`config.mk`:
```
export PLATFORM = sky130hd
export DESIGN_NAME = xbar_port_arbiter
export DESIGN_NICKNAME = d
export VERILOG_FILES = /design/src/rtl/xbar_port_arbiter.sv
export SDC_FILE = /design/constraint.sdc
export NUM_CORES = 1
export LEC_CHECK = 0
export ABC_AREA = 1
export BUFFER_PORTS_ARGS = -buffer_cell sky130_fd_sc_hd__buf_2
export CORE_AREA = 3 3 140 142
export CTS_CLUSTER_DIAMETER = 100
export DETAILED_ROUTE_END_ITERATION = 10
export DIE_AREA = 0 0 143 145
export SYNTH_ARGS = -nofsm -noshare
export SYNTH_HDL_FRONTEND = slang
export SYNTH_SLANG_ARGS = --single-unit
```
`constraint.sdc`:
```
create_clock -name clk_i -period 2.65 [get_ports clk_i]
set_clock_uncertainty 0.2 [all_clocks]
set_input_delay 0.795 -clock clk_i [delete_from_list [all_inputs] [get_ports clk_i]]
set_output_delay 0.795 -clock clk_i [all_outputs]
set_load 0.005 [all_outputs]
```
`src/rtl/xbar_port_arbiter.sv`:
```
// ============================================================================
// xbar_port_arbiter: three bus controllers share one target port through a
// registered arbiter with response routing and a transaction watchdog.
// Revision: 1.0
// ============================================================================
`default_nettype none

module xbar_port_arbiter #(
  parameter int ADDR_WIDTH  = 14,
  parameter int ROUND_ROBIN = 1,
  parameter int TIMEOUT     = 255
) (
  input  logic                    clk_i,
  input  logic                    rst_i,
  input  logic [2:0]              c_req_i,
  input  logic [3*ADDR_WIDTH-1:0] c_addr_i,
  input  logic [2:0]              c_wen_i,
  input  logic [95:0]             c_wdata_i,
  input  logic [11:0]             c_be_i,
  output logic [31:0]             c_rdata_o,
  output logic [2:0]              c_ready_o,
  output logic                    p_req_o,
  output logic [ADDR_WIDTH-1:0]   p_addr_o,
  output logic                    p_wen_o,
  output logic [31:0]             p_wdata_o,
  output logic [3:0]              p_be_o,
  input  logic [31:0]             p_rdata_i,
  input  logic                    p_ready_i,
  output logic [2:0]              grant_o,
  output logic                    timeout_o
);

  typedef enum logic [0:0] {
    S_IDLE = 1'b0,
    S_BUSY = 1'b1
  } state_t;

  localparam bit          WD_EN   = (TIMEOUT != 0);
  localparam logic [15:0] WD_LAST = WD_EN ? 16'(TIMEOUT - 1) : 16'd0;

  state_t                  state_q, state_d;
  logic [ADDR_WIDTH-1:0]   addr_q;
  logic                    wen_q;
  logic [31:0]             wdata_q;
  logic [3:0]              be_q;
  logic [2:0]              grant_q;
  logic [1:0]              last_q;
  logic [15:0]             wd_cnt_q;

  logic [1:0]              cand [3];
  logic [1:0]              win_idx;
  logic                    win_valid;
  logic [2:0]              win_onehot;
  logic [ADDR_WIDTH-1:0]   sel_addr;
  logic                    sel_wen;
  logic [31:0]             sel_wdata;
  logic [3:0]              sel_be;
  logic [2:0]              wen_eff;
  logic                    done;
  logic                    abort;

  // Search order: fixed 2>1>0, or rotating starting after the last winner.
  always_comb begin
    cand[0] = 2'd2;
    cand[1] = 2'd1;
    cand[2] = 2'd0;
    if (ROUND_ROBIN != 0) begin
      case (last_q)
        2'd0: begin
          cand[0] = 2'd1; cand[1] = 2'd2; cand[2] = 2'd0;
        end
        2'd1: begin
          cand[0] = 2'd2; cand[1] = 2'd0; cand[2] = 2'd1;
        end
        default: begin
          cand[0] = 2'd0; cand[1] = 2'd1; cand[2] = 2'd2;
        end
      endcase
    end
  end

  always_comb begin
    win_idx   = cand[2];
    win_valid = |c_req_i;
    for (int i = 2; i >= 0; i--) begin
      if (c_req_i[cand[i]]) win_idx = cand[i];
    end
    win_onehot = 3'b001 << win_idx;
  end

  // Fetch port is read-only regardless of what it drives on its wen bit.
  assign wen_eff = c_wen_i & 3'b110;

  always_comb begin
    sel_addr  = c_addr_i[0 +: ADDR_WIDTH];
    sel_wen   = wen_eff[0];
    sel_wdata = c_wdata_i[31:0];
    sel_be    = c_be_i[3:0];
    case (win_idx)
      2'd1: begin
        sel_addr  = c_addr_i[ADDR_WIDTH +: ADDR_WIDTH];
        sel_wen   = wen_eff[1];
        sel_wdata = c_wdata_i[63:32];
        sel_be    = c_be_i[7:4];
      end
      2'd2: begin
        sel_addr  = c_addr_i[2*ADDR_WIDTH +: ADDR_WIDTH];
        sel_wen   = wen_eff[2];
        sel_wdata = c_wdata_i[95:64];
        sel_be    = c_be_i[11:8];
      end
      default: ;
    endcase
  end

  always_comb begin
    state_d = state_q;
    done    = 1'b0;
    abort   = 1'b0;
    case (state_q)
      S_IDLE: begin
        if (win_valid) state_d = S_BUSY;
      end
      S_BUSY: begin
        if (p_ready_i) begin
          done    = 1'b1;
          state_d = S_IDLE;
        end else if (WD_EN && (wd_cnt_q == WD_LAST)) begin
          abort   = 1'b1;
          state_d = S_IDLE;
        end
      end
      default: state_d = S_IDLE;
    endcase
  end

  always_ff @(posedge clk_i) begin
    if (rst_i) begin
      state_q  <= S_IDLE;
      addr_q   <= '0;
      wen_q    <= 1'b0;
      wdata_q  <= '0;
      be_q     <= '0;
      grant_q  <= '0;
      last_q   <= 2'd2;
      wd_cnt_q <= '0;
    end else begin
      state_q <= state_d;
      if ((state_q == S_IDLE) && win_valid) begin
        addr_q   <= sel_addr;
        wen_q    <= sel_wen;
        wdata_q  <= sel_wdata;
        be_q     <= sel_be;
        grant_q  <= win_onehot;
        wd_cnt_q <= '0;
        last_q   <= win_idx;
      end else if ((state_q == S_BUSY) && !p_ready_i && (wd_cnt_q != 16'hFFFF)) begin
        wd_cnt_q <= wd_cnt_q + 16'd1;
      end
    end
  end

  // A transaction dropped by reset must not signal completion.
  assign c_ready_o = ((done || abort) && !rst_i) ? grant_q : 3'b000;
  assign c_rdata_o = (done && !rst_i) ? p_rdata_i : 32'h0;
  assign timeout_o = abort && !rst_i;

  assign p_req_o   = (state_q == S_BUSY);
  assign p_addr_o  = addr_q;
  assign p_wen_o   = wen_q;
  assign p_wdata_o = wdata_q;
  assign p_be_o    = be_q;
  assign grant_o   = (state_q == S_BUSY) ? grant_q : 3'b000;

endmodule

`default_nettype wire

```
# Yosys cells after proc, flatten, opt, wreduce, memory -nomap -nowiden
# Index checks and enable logic that the tools add are counted.
[totals]
register_bits = 73
latchBits = 0
ramBits = 0
rom_bits = 0
input_bits = 191
out_inout_bits = 91
word_cells = 53
mem_count = 0
[classes]
addsub = 1
n_mul = 0
div_mod_pow = 0
order_cmp = 2
n_eq_ne = 5
n_shift = 1
n_mux = 23
bitwise_logic = 1
n_reduce_logical = 12
[ops]
columns = ["cell", "count"]
rows = [
  ["32-bit case mux with 2 select lines", 1],
  ["32-bit 2-to-1 mux", 1],
  ["14-bit case mux with 2 select lines", 1],
  ["16-bit by 1-bit adder with 16-bit output, second input constant", 1],
  ["16-bit by 8-bit == test with 1-bit output, second input constant", 1],
  ["16-bit inequality test, second input constant", 1],
  ["6-bit case mux with 2 select lines", 1],
  ["1-bit 2-to-1 mux", 10],
  ["4-bit case mux with 2 select lines", 1],
  ["1-bit logical AND", 6],
  ["2-bit by 3-bit less-than comparator with 1-bit output, second input constant", 2],
  ["3-bit 2-to-1 mux", 2],
  ["1-bit binary-select mux with 2-bit select", 2],
  ["2-bit by 1-bit == test with 1-bit output, second input constant", 2],
  ["2-bit 2-to-1 mux", 2],
  ["1-bit case mux with 2 select lines", 2],
  ["3-bit OR reduction", 1],
  ["1-bit by 2-bit << shifter with 3-bit output, first input constant", 1],
  ["2-bit == test, second input constant", 1],
  ["1-bit logical NOT", 2],
  ["2-bit logical NOT", 1],
  ["2-bit OR reduction", 1],
  ["1-bit logical OR", 1],
  ["1-bit NOT", 1],
]

# Longest topological paths before layout
[logic_depth]
word_depth = 8
ltp_mapped = 12
depth_no_buf = 11

# Worst setup path before layout
# Ideal clock, no wire load.
[synth_path]
path_kind = "input port to output port"
start = "input rst_i"
end = "output c_ready_o[0]"
arrival_ps = 1579
required_time_ps = 1655
setup_slack_ps = 76
cell_stages = 8
n_path_buf = 1
cell_sequence = "inv_1 > clkbuf_1 > nand2_1 > inv_1 > nand2_1 > nand2_1 > inv_1 > nor2_1"
[synth_via]
elab_chain_len = 3
[synth_lines]
columns = ["item", "line_no", "source"]
rows = [
  ["start: declaration", "14", "input logic rst_i,"],
  ["1-bit logical NOT", "164", "assign c_ready_o = ((done || abort) && !rst_i) ? grant_q : 3'b000;"],
  ["1-bit logical AND", "164", ""],
  ["3-bit 2-to-1 mux", "164", ""],
  ["end: declaration", "21", "output logic [2:0] c_ready_o,"],
]
# No other way between the ends.

# Worst setup path in the final report
[layout_path]
start = "register wd_cnt_q[12]"
end = "output c_ready_o[0]"
[layout_via]
elab_chain_len = 7
[layout_lines]
columns = ["item", "line_no", "source"]
rows = [
  ["start: declaration", "48", "logic [15:0] wd_cnt_q;"],
  ["start signal: assignment", "158", "wd_cnt_q <= wd_cnt_q + 16'd1;"],
  ["16-bit by 8-bit == test with 1-bit output", "128", "end else if (WD_EN && (wd_cnt_q == WD_LAST)) begin"],
  ["1-bit 2-to-1 mux", "128", ""],
  ["1-bit 2-to-1 mux", "125", "if (p_ready_i) begin"],
  ["1-bit 2-to-1 mux", "120", "case (state_q)"],
  ["1-bit logical OR", "164", ""],
  ["1-bit logical AND", "164", ""],
  ["3-bit 2-to-1 mux", "164", ""],
]
# No other way between the ends.

==> summary.md <==
| Metric | Value |
|---|---|
| Status | `finished, violations left` |
| Failing checks | `setup timing` |
| Cell at the root of the clock tree | `clkbuf_16` |
| Slew Limit Headroom | `a little over a third` |
| Post-synthesis xor/xnor area fraction | `1.538%` |
| DRC | `0` |
| PnR worst setup slack | `-0.02033 ns` |
| WP data arrival | `1.68 ns` |
| Port bufs | `280` |
| WS Path Type | `reg2out` |
| Pwr Density | `between 500 and 600 nW/um^2` |
| Syn avg cell area | `approximately 5.8 um^2` |
| CORE AREA | `around 19000 um^2` |
| Die area | `a little over 20000 um^2` |
| Layout cells sized above 1 | `between 30% and 40%` |
| Worst R2R Path Depth | `11` |
| Via count | `roughly 5700` |
| Fin crit share | `100.8%` |
| RD Place Congestion | `0.8643` |
| Synth warn | `0` |
| Detailed Routing Iterations Pass 1 | `6` |
| Worst hold path class | `reg2reg` |
| CP endpoint kind | `output pin` |
| CP max FO | `3` |
| Overall routing resource usage | `between 10% and 20%` |
| I/O Pins | `about 280` |
| Routed WL | `about 17 mm` |
| Synth cell types | `29` |
| Worst EP required | `roughly 1.7 ns` |
| Fin util | `35.94%` |
| # nets final | `approximately 1300` |
| Slowest cell on the critical path | `dfxtp_1` |
| Die W | `143 um` |
| Final Hold Fails | `0` |
| WL per Instance | `approximately 13 um` |
| Synth-to-Final Area Change | `46.54%` |
| Final setup viols | `1` |
| Worst Tran Pin Value | `between 0.9 and 1 ns` |
| Maximum vdd drop | `between 0.3 and 0.4 mV` |
| Unrepaired setup endpoints after global routing | `true` |
| Initial antenna violation count | `2` |
| Max incr delay on CP | `roughly 0.34 ns` |
| Final worst path period need | `about 2.7 ns` |
| Clock tree from TritonCTS | `done` |
| Register bit count reported by yosys | `between 70 and 80` |
| Crit path launch type | `flip-flop` |
| Via-to-Cell Ratio | `~4.4` |
| CTS buffer count | `9` |
| Starting Density | `roughly 25%` |
| First-pass GRT wire length | `26.02 mm` |
| Grt total ovfl | `0` |
| Number of global-route vias before repair | `about 5300` |
| Mapped Cells | `788` |
| Clock slew at reported path FFs | `~0.060 ns` |
| FF-to-FF Start | `last_q[1]$_SDFFE_PP1P_` |
| Site row count | `50` |
| Hold Startpoint | `p_wdata_o[21]$_SDFFE_PP0P_` |
| CTS sink count | `73` |
| Achievable frequency | `0.3745 GHz` |
| Adder-cell share of the synthesized area | `less than 1%` |
| Largest family of logic cells by synthesized area | `simple AND/OR/NAND/NOR gates` |
| Syn_nets | `981` |
| Hold slack | `about 0.25 ns` |
| Number of H-tree levels | `3` |
| Clock buffer depth | `2` |
| Simple logic cell fraction of the synthesized area | `45.00%` |
| Critical path launch point | `wd_cnt_q[12]$_SDFFE_PP0P_` |
| Synth Area in Compound Gates | `6.013%` |
| Sequential-to-total area share from yosys stat | `between 30% and 40%` |
| Largest net degree at the start of global routing | `63` |
| Leak | `about 3.8 nW` |
| FILL cells | `2038` |
| Hold depth | `2` |
| Hold buffers post-CTS | `0` |
| Clock Latency Late Sink | `between 0.3 and 0.4 ns` |
| Max-Cap Viols | `0` |
| Post-DP HPWL | `roughly 12 mm` |
| Mux contribution to synthesized area | `0%` |
| Synthesized cell area | `~4600 um^2` |
| DRT antenna net count | `0` |
| Diode count | `0` |
| Max-slew violation count | `0` |
| Height of the die | `roughly 150 um` |
| Crit-path cells | `inv_2, nand4_1, nor4_4, nand2_1, nand2_1, inv_2, nor2_2, buf_2` |
| Iter 0 DRT Violations | `between 200 and 300` |
## per-layer routing
layer | share of wire [%] | global-route usage, % | vias to the layer above
met1 | 42 | 18.73 | 2473
met2 | 47 | 26.55 | 243
met5 | 0.13 | 0 | -
met3 | 9.0 | 4.878 | 25
met4 | 1.7 | 4.468 | 4
li1 | - | - | 2975
## cell type report
type,count,area (um^2),share of cell area (%)
well taps,234,292.8,4.384
clock inverters,5,40.04,0.5996
clock buffers,11,232.7,3.485
multi-input cells,547,2500,37.44
repair buffers,308,1657,24.81
inverters,128,480.5,7.195
flip-flops and latches,73,1475,22.09
## synthesized netlist by cell type, drive strengths merged
cell,number,area (um^2)
nor4,2,12.51
o21ai,16,83.83
o22ai,2,12.51
xor2,6,52.55
o211ai,1,7.510
nand3,85,430.4
nor2,126,480.5
nor3,6,35.03
nand4,20,125.1
or2,5,31.28
ha,2,25.02
dfxtp,73,1461
clkbuf,15,56.30
nand2,234,890.9
buf,25,138.9
xnor2,2,17.52
a21oi,34,170.2
inv,128,480.5
nor3b,1,7.510
nand3b,5,37.54
## through the flow
stage	total power [mW]	area (um^2)	std cells	setup WS [ns]	TNS, ns
final	3.515	6678	1306	-0.02033	-0.02033
after global routing	3.771	6678	1306	-0.1612	-0.4932
after CTS	3.586	6648	1305	-0.02307	-0.02307
after detailed placement	2.387	6264	1282	-0.02121	-0.06935
after global placement	2.385	6264	1282	-0.02848	-0.05668
after floorplan	1.905	4557	788	0.07596	0
## cells by family (layout without fill, tap and decap cells)
| family | count (synthesis) | after routing |
|---|---|---|
| and+or+nand+nor | 484 | 484 |
| AOI/OAI and AO/OA | 53 | 53 |
| DFF | 73 | 73 |
| xor gates and xnor gates | 8 | 8 |
| buffers and inverters | 168 | 452 |
| adders and majority gates | 2 | 2 |
## report_power, final
group          total (mW)  switching, mW  leakage (nW)  internal, mW
Clock                1.15          0.509         0.134         0.642
Sequential           1.31         0.0704         0.605          1.24
Combinational        1.06          0.627          3.09         0.431
## critical path: cells and delay by family (launching register included)
kind | cells | cell delay, ns
buf+inv | 3 | 0.27
simple gates | 5 | 0.73
flops | 1 | 0.34
## state kept, by name, indices dropped and copies added (netlist names)
signal / count
p_wdata_o: 32
wd_cnt_q: 16
p_addr_o: 14
p_be_o: 4
grant_q: 3
last_q: 2
p_req_o: 1
p_wen_o: 1
## worst paths after layout
| check | end | slack [ns] |
|---|---|---|
| min reg2reg | p_wdata_o[21]$_SDFFE_PP0P_ | 0.25 |
| min | p_wdata_o[21]$_SDFFE_PP0P_ | 0.25 |
| max | c_ready_o[0] | -0.02 |
| max reg2reg | p_wdata_o[25]$_SDFFE_PP0P_ | 0.46 |
## repair_timing
action                                  CTS  global route
pin swaps                                 5             2
setup buffers                             7             1
endpoints found under the setup margin    3            26
gates resized for setup                  23            10
## cells in the final DEF (no fill, tap or decap), types with 13 or more instances in the layout
master,n
nand2_1,228
inv_2,13
buf_4,24
nand4_1,20
inv_1,115
buf_2,280
nand3_1,82
a21oi_1,34
dfxtp_1,64
nor2_1,119
o21ai_0,15
Power figures use the tool's default switching activity.
